`src/rtl/mux_pkg.sv`:
```
// Shared types and defaults for the N:1 round-robin output-register mux.
package mux_pkg;

  typedef enum logic {
    EMPTY = 1'b0,
    FULL  = 1'b1
  } state_t;

  localparam logic MODE_MANUAL = 1'b0;
  localparam logic MODE_RR     = 1'b1;

  localparam int DEFAULT_WIDTH = 3;
  localparam int DEFAULT_N     = 8;

endpackage

```
`src/rtl/rr_pick.sv`:
```
// Rotating priority finder: first set request at or above ptr, wrapping N-1 -> 0.
module rr_pick #(
  parameter int N  = 8,
  parameter int SW = $clog2(N)
) (
  input  logic [N-1:0]  req,
  input  logic [SW-1:0] ptr,
  output logic [N-1:0]  gnt,
  output logic [SW-1:0] idx,
  output logic          any
);

  always_comb begin
    int k;
    k   = 0;
    gnt = '0;
    idx = '0;
    any = 1'b0;
    for (int i = 0; i < N; i++) begin
      k = int'(ptr) + i;
      if (k >= N) k = k - N;
      if (!any && req[k]) begin
        any    = 1'b1;
        gnt[k] = 1'b1;
        idx    = SW'(k);
      end
    end
  end

endmodule

```
`src/rtl/mux_n_1_rr.sv`:
```
// N:1 mux into a single-entry output register, manual or round-robin select.
// Optional transfer counter port xfer_cnt when MUX_N_1_RR_CNT_EN is defined.
//
// state | meaning
// EMPTY | output register holds no word (out_valid=0)
// FULL  | output register holds a word  (out_valid=1)
module mux_n_1_rr
  import mux_pkg::*;
#(
  parameter  int WIDTH = DEFAULT_WIDTH,
  parameter  int N     = DEFAULT_N,
  localparam int SW    = $clog2(N)
) (
  input  logic               clk,
  input  logic               rst_n,
  input  logic               mode,
  input  logic [SW-1:0]      s,
  input  logic [N-1:0]       in_valid,
  input  logic [N*WIDTH-1:0] in_data,
  output logic [N-1:0]       in_ready,
  output logic               out_valid,
  output logic [WIDTH-1:0]   out_data,
  output logic [SW-1:0]      out_sel,
  input  logic               out_ready
`ifdef MUX_N_1_RR_CNT_EN
  ,
  output logic [15:0]        xfer_cnt
`endif
);

  localparam logic [SW-1:0] LAST = SW'(N - 1);

  state_t        state, state_nxt;
  logic [SW-1:0] ptr;
  logic [N-1:0]  rr_gnt;
  logic [SW-1:0] rr_idx;
  logic          rr_any;
  logic [N-1:0]  sel_gnt;
  logic [SW-1:0] sel_idx;
  logic          can_load;
  logic          load;

  rr_pick #(.N(N), .SW(SW)) u_rr_pick (
    .req (in_valid),
    .ptr (ptr),
    .gnt (rr_gnt),
    .idx (rr_idx),
    .any (rr_any)
  );

  always_comb begin
    sel_gnt = '0;
    sel_idx = s;
    if (mode == MODE_RR) begin
      sel_gnt = rr_gnt;
      sel_idx = rr_idx;
    end else if (int'(s) < N) begin
      sel_gnt[s] = in_valid[s];
    end
  end

  // Load-on-drain: a new word may enter in the same cycle the held one leaves.
  assign can_load  = rst_n && ((state == EMPTY) || out_ready);
  assign in_ready  = can_load ? sel_gnt : '0;
  assign load      = |in_ready;
  assign out_valid = (state == FULL);

  always_comb begin
    state_nxt = state;
    case (state)
      EMPTY:   if (load) state_nxt = FULL;
      FULL:    if (out_ready && !load) state_nxt = EMPTY;
      default: state_nxt = EMPTY;
    endcase
  end

  always_ff @(posedge clk) begin
    if (!rst_n) begin
      state    <= EMPTY;
      out_data <= '0;
      out_sel  <= '0;
      ptr      <= '0;
    end else begin
      state <= state_nxt;
      if (load) begin
        out_data <= in_data[int'(sel_idx)*WIDTH +: WIDTH];
        out_sel  <= sel_idx;
        if (mode == MODE_RR) ptr <= (sel_idx == LAST) ? '0 : sel_idx + 1'b1;
      end
    end
  end

`ifdef MUX_N_1_RR_CNT_EN
  always_ff @(posedge clk) begin
    if (!rst_n)                      xfer_cnt <= '0;
    else if (out_valid && out_ready) xfer_cnt <= xfer_cnt + 16'd1;
  end
`endif

endmodule

```
`config.mk`:
```
export PLATFORM = sky130hd
export DESIGN_NAME = mux_n_1_rr
export DESIGN_NICKNAME = d
export VERILOG_FILES = /design/src/rtl/mux_pkg.sv /design/src/rtl/rr_pick.sv /design/src/rtl/mux_n_1_rr.sv
export SDC_FILE = /design/constraint.sdc
export NUM_CORES = 1
export LEC_CHECK = 0
export ABC_AREA = 0
export CAP_MARGIN = 5
export CORE_UTILIZATION = 35
export DETAILED_ROUTE_END_ITERATION = 12
export PLACE_DENSITY = 0.61
export SYNTH_ARGS = -nofsm -noshare
export SYNTH_HDL_FRONTEND = slang
export SYNTH_HIERARCHICAL = 1
export SYNTH_SLANG_ARGS = --single-unit
```
`constraint.sdc`:
```
create_clock -name clk -period 6 [get_ports clk]
set_input_delay 0.9 -clock clk [delete_from_list [all_inputs] [get_ports clk]]
set_output_delay 0.9 -clock clk [all_outputs]
set_load 0.05 [all_outputs]
```
==> reports/metrics.cfg, run 1 <==
[run_status]
run_status=finished clean

[global_route]
gr-total-overflow=0
global_route.usage.total_pct=21.1
grt_pass1_wl_um=12300
grt_max_degree=24
antenna_found_initial=0
first_global_vias=2452

[timing]
worst_slew_margin_rel_pct=45.7
period_utilization_pct=90.6
setup_viol=0
finalCriticalPeriod_ps=5430
fin_setup_tns_ps=0
clock-skew-final_ps=2.58
report.final.hold_viol_count=0
rsz0062_at_grt=no
worstMarginPinSlew_ps=815
achievable-frequency_ghz=0.184
finalMaxSlewViolations=0

[floorplan]
start_util_pct=36.8
die_h_um=84.2
floorplan.rows=29
fp.dieArea_sq_mm=0.00708
dieWidth_um=84.2
core_sq_mm=0.00642
boundaryPins=54

[layout]
instances_no_fill=396
finish.utilization_pct=46.2
final_layout_size_suffix_gt1_share_pct=15.0
diodes=0
num-nets-final=369
flow.area_growth_from_synthesis_pct=25.5
layout.filler_cells=634

[routing]
detail_route.first_pass.iterations=5
avgRoutedWirePerCell_um=18.7
antenna_left=0
route.vias.total=2631
drcViolationCount=0
wl_um=7410
post_detailed_route_via_to_cell_ratio=6.64
drt-initial-drc-count=337

[synth]
syn_area_sq_mm=0.00236
synthesis.nets=327
number_of_synthesis_warnings=6
netlist_instances=278
average_footprint_of_a_synthesized_cell_sq_um=8.50

[clocking]
ctsHoldBuffers=0
htree_num_levels=1
cts.path.max_buffers=2
tritoncts=yes
buffer_type_at_the_clock_tree_root=sky130_fd_sc_hd__clkbuf_8
post_cts_resized=0
numCtsBuffers=3
postCtsSetupBuffers=0
tritoncts_num_sinks=10
insertion_delay_ps=240
clkSlewWorstSetupHoldPaths_ps=50

[critical_path]
timing.critical_path.fanout_max=21
timing.critical_path.cells=inv_1 -> ha_1 -> mux2i_1 -> mux4_2 -> a32oi_4 -> o32ai_1 -> a221oi_1 -> o22ai_1 -> o2bb2ai_1 -> buf_12
worst-setup-path-type=reg2out
setup.worst_path.end_class=primary output
worst-path-buf-inv=2
timing.critical_path.arrival_ps=4530
cpMaxStageDelayCell=sky130_fd_sc_hd__ha_1
timing.critical_path.max_delay_family=compound AO/OA/AOI/OAI gates
worst_setup_path_start_kind=flip-flop
max_stage_delay_ps=890
worst-endpoint-required_ps=5100

[placed_design]
dp_cells=392
io_buffer_count=53
gp_congestion=0.933
dp_hpwl_um=5740

[pwr]
leakage_nw=1.13
pwr_density_cell_mw_per_mm2=564
finalPower_w=0.00167
power.ir.vdd_worst_v=0.000195

[worst_hold_path]
worstHoldPathType=reg2reg

[flow_run]
cap_viol_max_count=0

-- state kept, by name (all words and copies together) (netlist names) --
register / cells
out_data: 3
out_sel: 3
ptr: 3
out_valid: 1
-- worst min-delay path, stage by stage (launching register included) --
cell and delay, ps:
sky130_fd_sc_hd__dfxtp_1 330, sky130_fd_sc_hd__nand2b_4 130, sky130_fd_sc_hd__a31oi_1 80
-- per-layer routing --
layer | global-route usage [%] | vias to the layer above | share of wire [%]
met5 | 0 | - | 0
met4 | 7.68 | 0 | 2.5
met3 | 0.983 | 22 | 5.7
met2 | 35.1 | 137 | 48
met1 | 29.2 | 1280 | 43
li1 | - | 1192 | -
-- cell type report --
cell class | instances | area (sq um) | share of cell area [%]
multi-input cells | 236 | 1990 | 67.1
flip-flops and latches | 10 | 200 | 6.75
well taps | 77 | 96.3 | 3.25
inverters | 12 | 45.0 | 1.52
repair buffers | 57 | 578 | 19.5
clock buffers | 4 | 55.1 | 1.86
-- report_power, final --
part           switching (W)  leakage [nW]  internal, W  total [W]
logic               0.000881          1.02     0.000567    0.00145
registers          0.0000440        0.0830    0.0000944   0.000138
clock network      0.0000283        0.0288    0.0000578  0.0000861
-- worst paths after layout --
path / start / endpoint / slack, ps / cells after the start
min: out_valid / out_valid / 600 / 2
max: ptr[1] / in_ready[3] / 570 / 10
min reg2reg: out_valid / out_valid / 600 / 2
max reg2reg: ptr[1] / ptr[0] / 630 / 12
-- cells in the final DEF, fill, tap and decap left out, types with 3 or more instances in the layout --
cell type	count
sky130_fd_sc_hd__a22oi_1	3
sky130_fd_sc_hd__nor3_2	3
sky130_fd_sc_hd__a21oi_1	10
sky130_fd_sc_hd__buf_4	9
sky130_fd_sc_hd__nand3_1	12
sky130_fd_sc_hd__a31oi_1	4
sky130_fd_sc_hd__o22ai_1	3
sky130_fd_sc_hd__a211oi_1	5
sky130_fd_sc_hd__clkbuf_8	4
sky130_fd_sc_hd__buf_12	3
sky130_fd_sc_hd__dfxtp_1	10
sky130_fd_sc_hd__inv_1	11
sky130_fd_sc_hd__ha_1	10
sky130_fd_sc_hd__nor2b_1	4
sky130_fd_sc_hd__mux2_2	4
sky130_fd_sc_hd__a32o_1	4
sky130_fd_sc_hd__nor2_1	8
sky130_fd_sc_hd__and2_1	4
sky130_fd_sc_hd__a311oi_1	5
sky130_fd_sc_hd__nand2_1	31
sky130_fd_sc_hd__nand2b_1	3
sky130_fd_sc_hd__o2bb2ai_1	8
sky130_fd_sc_hd__clkdlybuf4s50_1	45
sky130_fd_sc_hd__o21ai_0	3
sky130_fd_sc_hd__nand4_1	9
sky130_fd_sc_hd__nor3_1	13
sky130_fd_sc_hd__mux2i_1	27
sky130_fd_sc_hd__xnor2_1	3
sky130_fd_sc_hd__mux4_2	12
-- per-stage QoR --
| stage | instance area (sq um) | hold slack [ps] | worst slack, ps |
|---|---|---|---|
| 3_3_place_gp | 2910 | 585 | 866 |
| 3_5_place_dp | 2910 | 591 | 729 |
| 5_1_grt | 2960 | 635 | 237 |
| 4_1_cts | 2960 | 599 | 658 |
| 2_1_floorplan | 2360 | 470 | 1400 |
| 6_report | 2960 | 600 | 567 |
(Power assumes the default switching activity.)
==> run 2, diff against run 1 <==
--- a/config.mk
+++ b/config.mk
@@ -7,9 +7,10 @@
 export LEC_CHECK = 0
 export ABC_AREA = 0
 export CAP_MARGIN = 5
-export CORE_UTILIZATION = 35
+export CORE_ASPECT_RATIO = 1.25
+export CORE_UTILIZATION = 52
 export DETAILED_ROUTE_END_ITERATION = 12
-export PLACE_DENSITY = 0.61
+export PLACE_DENSITY = 0.84
 export SYNTH_ARGS = -nofsm -noshare
 export SYNTH_HDL_FRONTEND = slang
 export SYNTH_HIERARCHICAL = 1
==> run 2 against run 1 <==
Net effect:
- critical path depth rose by 2
- total power fell by 1.9%
- sequential power barely moved
- sequential cell count did not move
- non-clock buffer count fell by 1
- clock skew fell by 2.3 ps
- utilization rose by 20 points
- sequential share of layout area rose by 0.11 points
- final cell count fell by 5.3%
- via count fell by 3.0%
- hold slack got worse by 12 ps
- cell area fell by 1.6%
==> reports/metrics.cfg, run 2 (synthesis gave the netlist of run 1 again) <==
[run_status]
run_status=finished clean  ; unchanged

[worst_hold_path]
min_delay_path_depth=2  ; unchanged
hold-path-endpoint=out_valid  ; unchanged
worstHoldStart=out_valid  ; unchanged
worstHoldPathType=reg2reg  ; unchanged

[layout]
mostFrequentLayoutCell=sky130_fd_sc_hd__clkdlybuf4s50_1  ; unchanged
layout.filler_cells=395  ; was 634
instances_no_fill=375  ; was 396
final_layout_size_suffix_gt1_share_pct=14.2  ; was 15.0%
layout.cells.most_common_list=sky130_fd_sc_hd__clkdlybuf4s50_1 (45), sky130_fd_sc_hd__nand2_1 (31), sky130_fd_sc_hd__mux2i_1 (28), sky130_fd_sc_hd__nor3_1 (13)  ; was sky130_fd_sc_hd__clkdlybuf4s50_1 (45), sky130_fd_sc_hd__nand2_1 (31), sky130_fd_sc_hd__mux2i_1 (27), sky130_fd_sc_hd__nor3_1 (13)
flow.area_growth_from_synthesis_pct=23.4  ; was 25.5%
layout_top_registers=out_data x3, out_sel x3, ptr x3  ; unchanged
diodes=0  ; unchanged
num-nets-final=368  ; was 369

[critical_path]
cpMaxStageDelayCell=sky130_fd_sc_hd__ha_1  ; unchanged
timing.critical_path.cells=inv_1 -> ha_1 -> mux2i_1 -> mux4_2 -> a32oi_4 -> o32ai_1 -> a221oi_1 -> o22ai_1 -> o2bb2ai_1 -> or4_1 -> nor3_1 -> a211oi_1  ; was inv_1 -> ha_1 -> mux2i_1 -> mux4_2 -> a32oi_4 -> o32ai_1 -> a221oi_1 -> o22ai_1 -> o2bb2ai_1 -> buf_12
worst-endpoint-required_ps=6060  ; was 5100 ps
worst_r2r_path_depth=12  ; unchanged
max_stage_delay_ps=860  ; was 890 ps
worst_r2r_startpoint=ptr[1]  ; unchanged
setup.worst_path.end_class=flip-flop  ; was primary output
timing.critical_path.fanout_max=21  ; unchanged
worst_r2r_endpoint=out_sel[0]  ; was ptr[0]
r2r_setup_slk_ps=590  ; was 630 ps
timing.critical_path.arrival_ps=5470  ; was 4530 ps
worst_setup_path_start_kind=flip-flop  ; unchanged
worst-setup-path-type=reg2reg  ; was reg2out

[timing]
fin_setup_tns_ps=0  ; unchanged
finalCriticalPeriod_ps=5410  ; was 5430 ps
setup_viol=0  ; unchanged
worstMarginPinSlew_ps=777  ; was 815 ps
report.final.hold_viol_count=0  ; unchanged
finalMaxSlewViolations=0  ; unchanged
clock-skew-final_ps=0.282  ; was 2.58 ps
worst_slew_margin_rel_pct=48.1  ; was 45.7%
period_utilization_pct=90.2  ; was 90.6%
rsz0062_at_grt=no  ; unchanged
achievable-frequency_ghz=0.185  ; was 0.184 GHz

[clocking]
ctsHoldBuffers=0  ; unchanged
insertion_delay_ps=230  ; was 240 ps
tritoncts_num_sinks=10  ; unchanged
clkSlewWorstSetupHoldPaths_ps=50  ; about the same
post_cts_resized=0  ; unchanged
buffer_type_at_the_clock_tree_root=sky130_fd_sc_hd__clkbuf_8  ; unchanged
numCtsBuffers=3  ; unchanged
cts.path.max_buffers=2  ; unchanged
postCtsSetupBuffers=0  ; unchanged
htree_num_levels=1  ; unchanged
tritoncts=yes  ; unchanged

[global_route]
first_global_vias=2561  ; was 2452
global_route.usage.total_pct=30.0  ; was 21.1%
gr-total-overflow=0  ; unchanged
grt_pass1_wl_um=11700  ; was 12300 um
antenna_found_initial=0  ; unchanged
grt_max_degree=24  ; unchanged

[floorplan]
dieWidth_um=62.3  ; was 84.2 um
die_h_um=77.4  ; was 84.2 um
start_util_pct=53.8  ; was 36.8%
fp.dieArea_sq_mm=0.00482  ; was 0.00708 sq mm
boundaryPins=54  ; unchanged
floorplan.rows=27  ; was 29
core_sq_mm=0.00439  ; was 0.00642 sq mm

[pwr]
pwr_density_cell_mw_per_mm2=563  ; was 564 mW/mm^2
power.net_switching_w=0.000941  ; was 0.000953 W
power.share.sequential_pct=8.3  ; about the same
net_switching_fraction_of_the_power_pct=57.4  ; was 57.0%
intPower_w=0.000700  ; was 0.000719 W
p_clk_share_pct=4.2  ; was 5.1%
finalPower_w=0.00164  ; was 0.00167 W
leakage_nw=1.12  ; was 1.13 nW
power_frac_comb_pct=87.5  ; was 86.6%
power.ir.vdd_worst_v=0.000337  ; was 0.000195 V

[routing]
wl_um=7100  ; was 7410 um
post_detailed_route_via_to_cell_ratio=6.80  ; was 6.64
antenna_left=0  ; unchanged
drt-initial-drc-count=224  ; was 337
drcViolationCount=0  ; unchanged
avgRoutedWirePerCell_um=18.9  ; was 18.7 um
route.vias.total=2551  ; was 2631
detail_route.first_pass.iterations=5  ; unchanged

[placed_design]
io_buffer_count=53  ; unchanged
gp_congestion=0.981  ; was 0.933
dp_cells=372  ; was 392
dp_hpwl_um=5640  ; was 5740 um

[flow_run]
cap_viol_max_count=0  ; unchanged

## run 2: cell count changes in the layout (fill, tap and decap cells not counted), sizes merged
cell    change
buf         -1
clkbuf      -1
## run 2: worst max path at each step
stage	start	end	slack, ps
floorplan	ptr[0]	ptr[0]	1400
global placement	ptr[1]	out_sel[0]	810
detailed placement	ptr[1]	out_sel[0]	740
CTS	ptr[1]	in_ready[7]	670
global route	ptr[1]	ptr[2]	270
finish	ptr[1]	out_sel[0]	590
## run 2: final cells by class
type | instances | area [sq um] | area share [%]
inverter | 12 | 45.0 | 1.55
tap | 58 | 72.6 | 2.49
multi-input combinational | 236 | 1990 | 68.1
timing repair buffer | 56 | 571 | 19.6
clock buffer | 3 | 41.3 | 1.42
sequential | 10 | 200 | 6.87
## run 2: power groups by stage
stage	Clock [W]	Sequential (W)	Combinational (W)
finish	0.0000689	0.000137	0.00144
global route	0.0000724	0.000141	0.00153
CTS	0.0000690	0.000136	0.00141
detailed placement	0	0.000136	0.00140
global placement	0	0.000136	0.00138
floorplan	0	0.000176	0.00108
## run 2: through the flow
| stage | hold slack, ps | utilization, % | setup WS (ps) | instance area, sq um |
|---|---|---|---|---|
| floorplan | 470 | - | 1400 | 2360 |
| global placement | 577 | 65.4 | 807 | 2870 |
| detailed placement | 579 | 65.4 | 735 | 2870 |
| CTS | 583 | 66.4 | 668 | 2920 |
| global route | 628 | 66.4 | 272 | 2920 |
| finish | 588 | 66.4 | 589 | 2920 |
## run 2: worst max-delay path, delay by kind of cell (launching register included)
family          cells  cell delay [ps]
buf+inv             1              250
fa+ha+maj           1              860
simple gates        2             1050
mux                 2              790
flops               1              640
compound gates      6             1640
## run 2: per-layer routing
metal  routed length, um  global-route usage (%)  part of all wire, %  vias up
met1                2610                    31.8                   37     1171
met3                 441                    2.21                  6.2       33
met5                   0                       0                    0        -
met2                3760                    57.7                   53      152
li1                    -                       -                    -     1195
met4                 290                    16.5                  4.1        0
==> run 3, diff against run 2 <==
--- a/config.mk
+++ b/config.mk
@@ -8,10 +8,10 @@
 export ABC_AREA = 0
 export CAP_MARGIN = 5
 export CORE_ASPECT_RATIO = 1.25
-export CORE_UTILIZATION = 52
+export CORE_UTILIZATION = 55
+export CTS_BUF_LIST = sky130_fd_sc_hd__clkbuf_2
 export DETAILED_ROUTE_END_ITERATION = 12
-export PLACE_DENSITY = 0.84
+export PLACE_DENSITY = 0.86
 export SYNTH_ARGS = -nofsm -noshare
 export SYNTH_HDL_FRONTEND = slang
-export SYNTH_HIERARCHICAL = 1
 export SYNTH_SLANG_ARGS = --single-unit
==> run 3 against run 2 <==
Net effect:
- utilization up 4.5 points
- first-iteration DRC count grew to 3.3 times the previous value
- setup slack improved by 110 ps
- wire length up 56%
- total power is 14% higher
- clock skew rose by 2.1 ps
- final cell count increased by 23%
- combinational power is 19% higher
==> reports/metrics.cfg, run 3 <==
[run_status]
run_status=finished clean  ; unchanged

[floorplan]
dieWidth_um=65.5  ; was 62.3 um
fp.dieArea_sq_mm=0.00533  ; was 0.00482 sq mm
die_h_um=81.3  ; was 77.4 um
core_sq_mm=0.00480  ; was 0.00439 sq mm
floorplan.rows=28  ; was 27
boundaryPins=54  ; unchanged
start_util_pct=57.7  ; was 53.8%

[placed_design]
pre_cts_ws_ps=882  ; was 735 ps
gp_congestion=1.19  ; was 0.981
io_buffer_count=53  ; unchanged
dp_hpwl_um=8330  ; was 5640 um

[timing]
final_critical_path_setup_slack_ps=702  ; was 589 ps
hold-worst-slack_ps=509  ; was 588 ps
clock-skew-final_ps=2.39  ; was 0.282 ps
worstMarginPinSlew_ps=734  ; was 777 ps
finalMaxSlewViolations=0  ; unchanged
achievable-frequency_ghz=0.189  ; was 0.185 GHz
finalCriticalPeriod_ps=5300  ; was 5410 ps
fin_setup_tns_ps=0  ; unchanged
setup_viol=0  ; unchanged
period_utilization_pct=88.3  ; was 90.2%
rsz0062_at_grt=no  ; unchanged
report.final.hold_viol_count=0  ; unchanged
worst_slew_margin_rel_pct=50.7  ; was 48.1%

[pwr]
leakage_nw=1.19  ; was 1.12 nW
pwr_density_cell_mw_per_mm2=550  ; was 563 mW/mm^2
power.ir.vdd_worst_v=0.000482  ; was 0.000337 V

[critical_path]
worst_r2r_startpoint=ptr[1]  ; unchanged
timing.critical_path.fanout_max=14  ; was 21
timing.critical_path.arrival_ps=4400  ; was 5470 ps
worst-setup-path-type=reg2out  ; was reg2reg
critical_path_destination=in_ready[5]  ; was out_sel[0]
worst_setup_path_startpoint=ptr[1]  ; unchanged
setup.worst_path.end_class=primary output  ; was flip-flop
worst_r2r_endpoint=out_data[1]  ; was out_sel[0]
worst_setup_path_start_kind=flip-flop  ; unchanged
worst-endpoint-required_ps=5100  ; was 6060 ps
worst_r2r_path_depth=11  ; was 12
r2r_setup_slk_ps=1170  ; was 590 ps

[synth]
number_of_synthesis_warnings=0  ; was 6
number_of_flip_flops_and_latches_in_the_synthesized_netlist=10
synth_top_cells_by_area=sky130_fd_sc_hd__mux4_2 (12%), sky130_fd_sc_hd__dfxtp_1 (7.2%), sky130_fd_sc_hd__mux2i_1 (5.8%), sky130_fd_sc_hd__mux2_2 (4.9%), sky130_fd_sc_hd__nand2_1 (4.6%)
number_of_flops_mapped_to_enable_cells_by_yosys=0
average_footprint_of_a_synthesized_cell_sq_um=7.69  ; was 8.50 sq um
share_of_the_synthesized_area_in_the_top_cell_type_pct=12.2
dominant_cell_by_count_in_the_synthesized_netlist=sky130_fd_sc_hd__nand2_1
syn_area_sq_mm=0.00277  ; was 0.00236 sq mm
postSynth.asyncResetShare_pct=0
synth-seq-area-share_pct=7.23
synth_common_cells=sky130_fd_sc_hd__nand2_1 (34), sky130_fd_sc_hd__o21ai_0 (22), sky130_fd_sc_hd__a21oi_1 (20), sky130_fd_sc_hd__nor2_1 (19), sky130_fd_sc_hd__nor3_1 (17)
netlist_instances=360  ; was 278
ys_types=69
synth_ff_type=sky130_fd_sc_hd__dfxtp_1
synthDominantAreaCellType=sky130_fd_sc_hd__mux4_2
synthesis.nets=409  ; was 327

[layout]
layout_top_registers=out_data x3, out_sel x3, ptr x3  ; unchanged
diodes=0  ; unchanged
multi_input_logic_area_sq_mm=0.00238  ; was 0.00199 sq mm
sequential_cell_area_sq_um=200  ; unchanged
layout.cells.most_common_list=sky130_fd_sc_hd__clkdlybuf4s50_1 (45), sky130_fd_sc_hd__nand2_1 (34), sky130_fd_sc_hd__o21ai_0 (22), sky130_fd_sc_hd__a21oi_1 (20), sky130_fd_sc_hd__nor2_1 (19)  ; was sky130_fd_sc_hd__clkdlybuf4s50_1 (45), sky130_fd_sc_hd__nand2_1 (31), sky130_fd_sc_hd__mux2i_1 (28), sky130_fd_sc_hd__nor3_1 (13)
flow.area_growth_from_synthesis_pct=22.9  ; was 23.4%
num-nets-final=450  ; was 368
layout.filler_cells=376  ; was 395
mostFrequentLayoutCell=sky130_fd_sc_hd__clkdlybuf4s50_1  ; unchanged
final_layout_size_suffix_gt1_share_pct=14.8  ; was 14.2%

[global_route]
gr-total-overflow=0  ; unchanged
antenna_found_initial=0  ; unchanged
grt_max_degree=37  ; was 24
first_global_vias=3288  ; was 2561
global_route.usage.total_pct=42.3  ; was 30.0%
grt_pass1_wl_um=17200  ; was 11700 um

[routing]
antenna_left=0  ; unchanged
drcViolationCount=0  ; unchanged
drt-initial-drc-count=750  ; was 224
avgRoutedWirePerCell_um=24.1  ; was 18.9 um
post_detailed_route_via_to_cell_ratio=7.70  ; was 6.80
wl_um=11100  ; was 7100 um
route.vias.total=3542  ; was 2551
detail_route.first_pass.iterations=6  ; was 5

[clocking]
clkSlewWorstSetupHoldPaths_ps=100  ; was 50 ps
tritoncts=yes  ; unchanged
ctsHoldBuffers=0  ; unchanged
post_cts_resized=0  ; unchanged
htree_num_levels=1  ; unchanged
buffer_type_at_the_clock_tree_root=sky130_fd_sc_hd__clkbuf_2  ; was sky130_fd_sc_hd__clkbuf_8
numCtsBuffers=3  ; unchanged
postCtsSetupBuffers=0  ; unchanged
cts.path.max_buffers=2  ; unchanged
insertion_delay_ps=270  ; was 230 ps
tritoncts_num_sinks=10  ; unchanged

[flow_run]
cap_viol_max_count=0  ; unchanged

[worst_hold_path]
worstHoldPathType=reg2reg  ; unchanged

run 3: stage by stage:
| step | std cells | power (W) | instance area [sq um] | utilization (%) |
|---|---|---|---|---|
| final | 460 | 0.00187 | 3400 | 70.9 |
| after global routing | 460 | 0.00195 | 3400 | 70.9 |
| after CTS | 460 | 0.00180 | 3400 | 70.9 |
| after detailed placement | 456 | 0.00175 | 3380 | 70.5 |
| after global placement | 456 | 0.00176 | 3380 | 70.5 |
| after floorplan | 360 | 0.00131 | 2770 | - |
run 3: kinds of logic after synthesis:
| family | synth area share (%) |
|---|---|
| buffers and inverters | 6.73 |
| adders and majority gates | 4.52 |
| xor gates and xnor gates | 2.17 |
| DFF | 7.23 |
| muxes | 25.8 |
| AOI/OAI and AO/OA | 29.1 |
| and+or+nand+nor | 24.4 |
run 3: how the worst min path moves through the flow:
stage / start / endpoint / slack (ps) / cells after the start
after global routing: out_sel[1] / out_sel[1] / 520 / 2
after detailed placement: out_sel[1] / out_sel[1] / 480 / 2
after CTS: out_sel[1] / out_sel[1] / 500 / 2
after global placement: out_sel[1] / out_sel[1] / 460 / 2
after floorplan: out_sel[1] / out_sel[1] / 690 / 2
final: out_sel[1] / out_sel[1] / 510 / 2
run 3: critical path: stages (launching register included):
cell and delay [ps]:
sky130_fd_sc_hd__dfxtp_1 360, sky130_fd_sc_hd__inv_2 140, sky130_fd_sc_hd__ha_1 740, sky130_fd_sc_hd__mux4_2 720
sky130_fd_sc_hd__mux2i_2 480, sky130_fd_sc_hd__nand2_1 310, sky130_fd_sc_hd__o31ai_1 410, sky130_fd_sc_hd__a221oi_1 160
sky130_fd_sc_hd__o32ai_1 590, sky130_fd_sc_hd__buf_12 220
run 3: power by group:
part           internal [W]  switching, W
Clock             0.0000145     0.0000254
Sequential        0.0000941     0.0000178
Combinational      0.000621       0.00110
Total              0.000730       0.00114
run 3: layout make-up:
type                            instances  share of cell area (%)
Tap cell                               60                    2.21
Inverter                               16                    1.76
Clock inverter                          1                   0.110
Timing Repair Buffer                   62                    19.6
Clock buffer                            3                   0.441
Multi-Input combinational cell        308                    70.0
Sequential cell                        10                    5.88
run 3: metal layers:
layer | GRT usage (%) | vias to the layer above | wire length, um
met5 | 0 | - | 0
met4 | 24.1 | 0 | 710
li1 | - | 1501 | -
met1 | 50.6 | 1652 | 3890
met3 | 4.63 | 74 | 1170
met2 | 72.6 | 315 | 5300
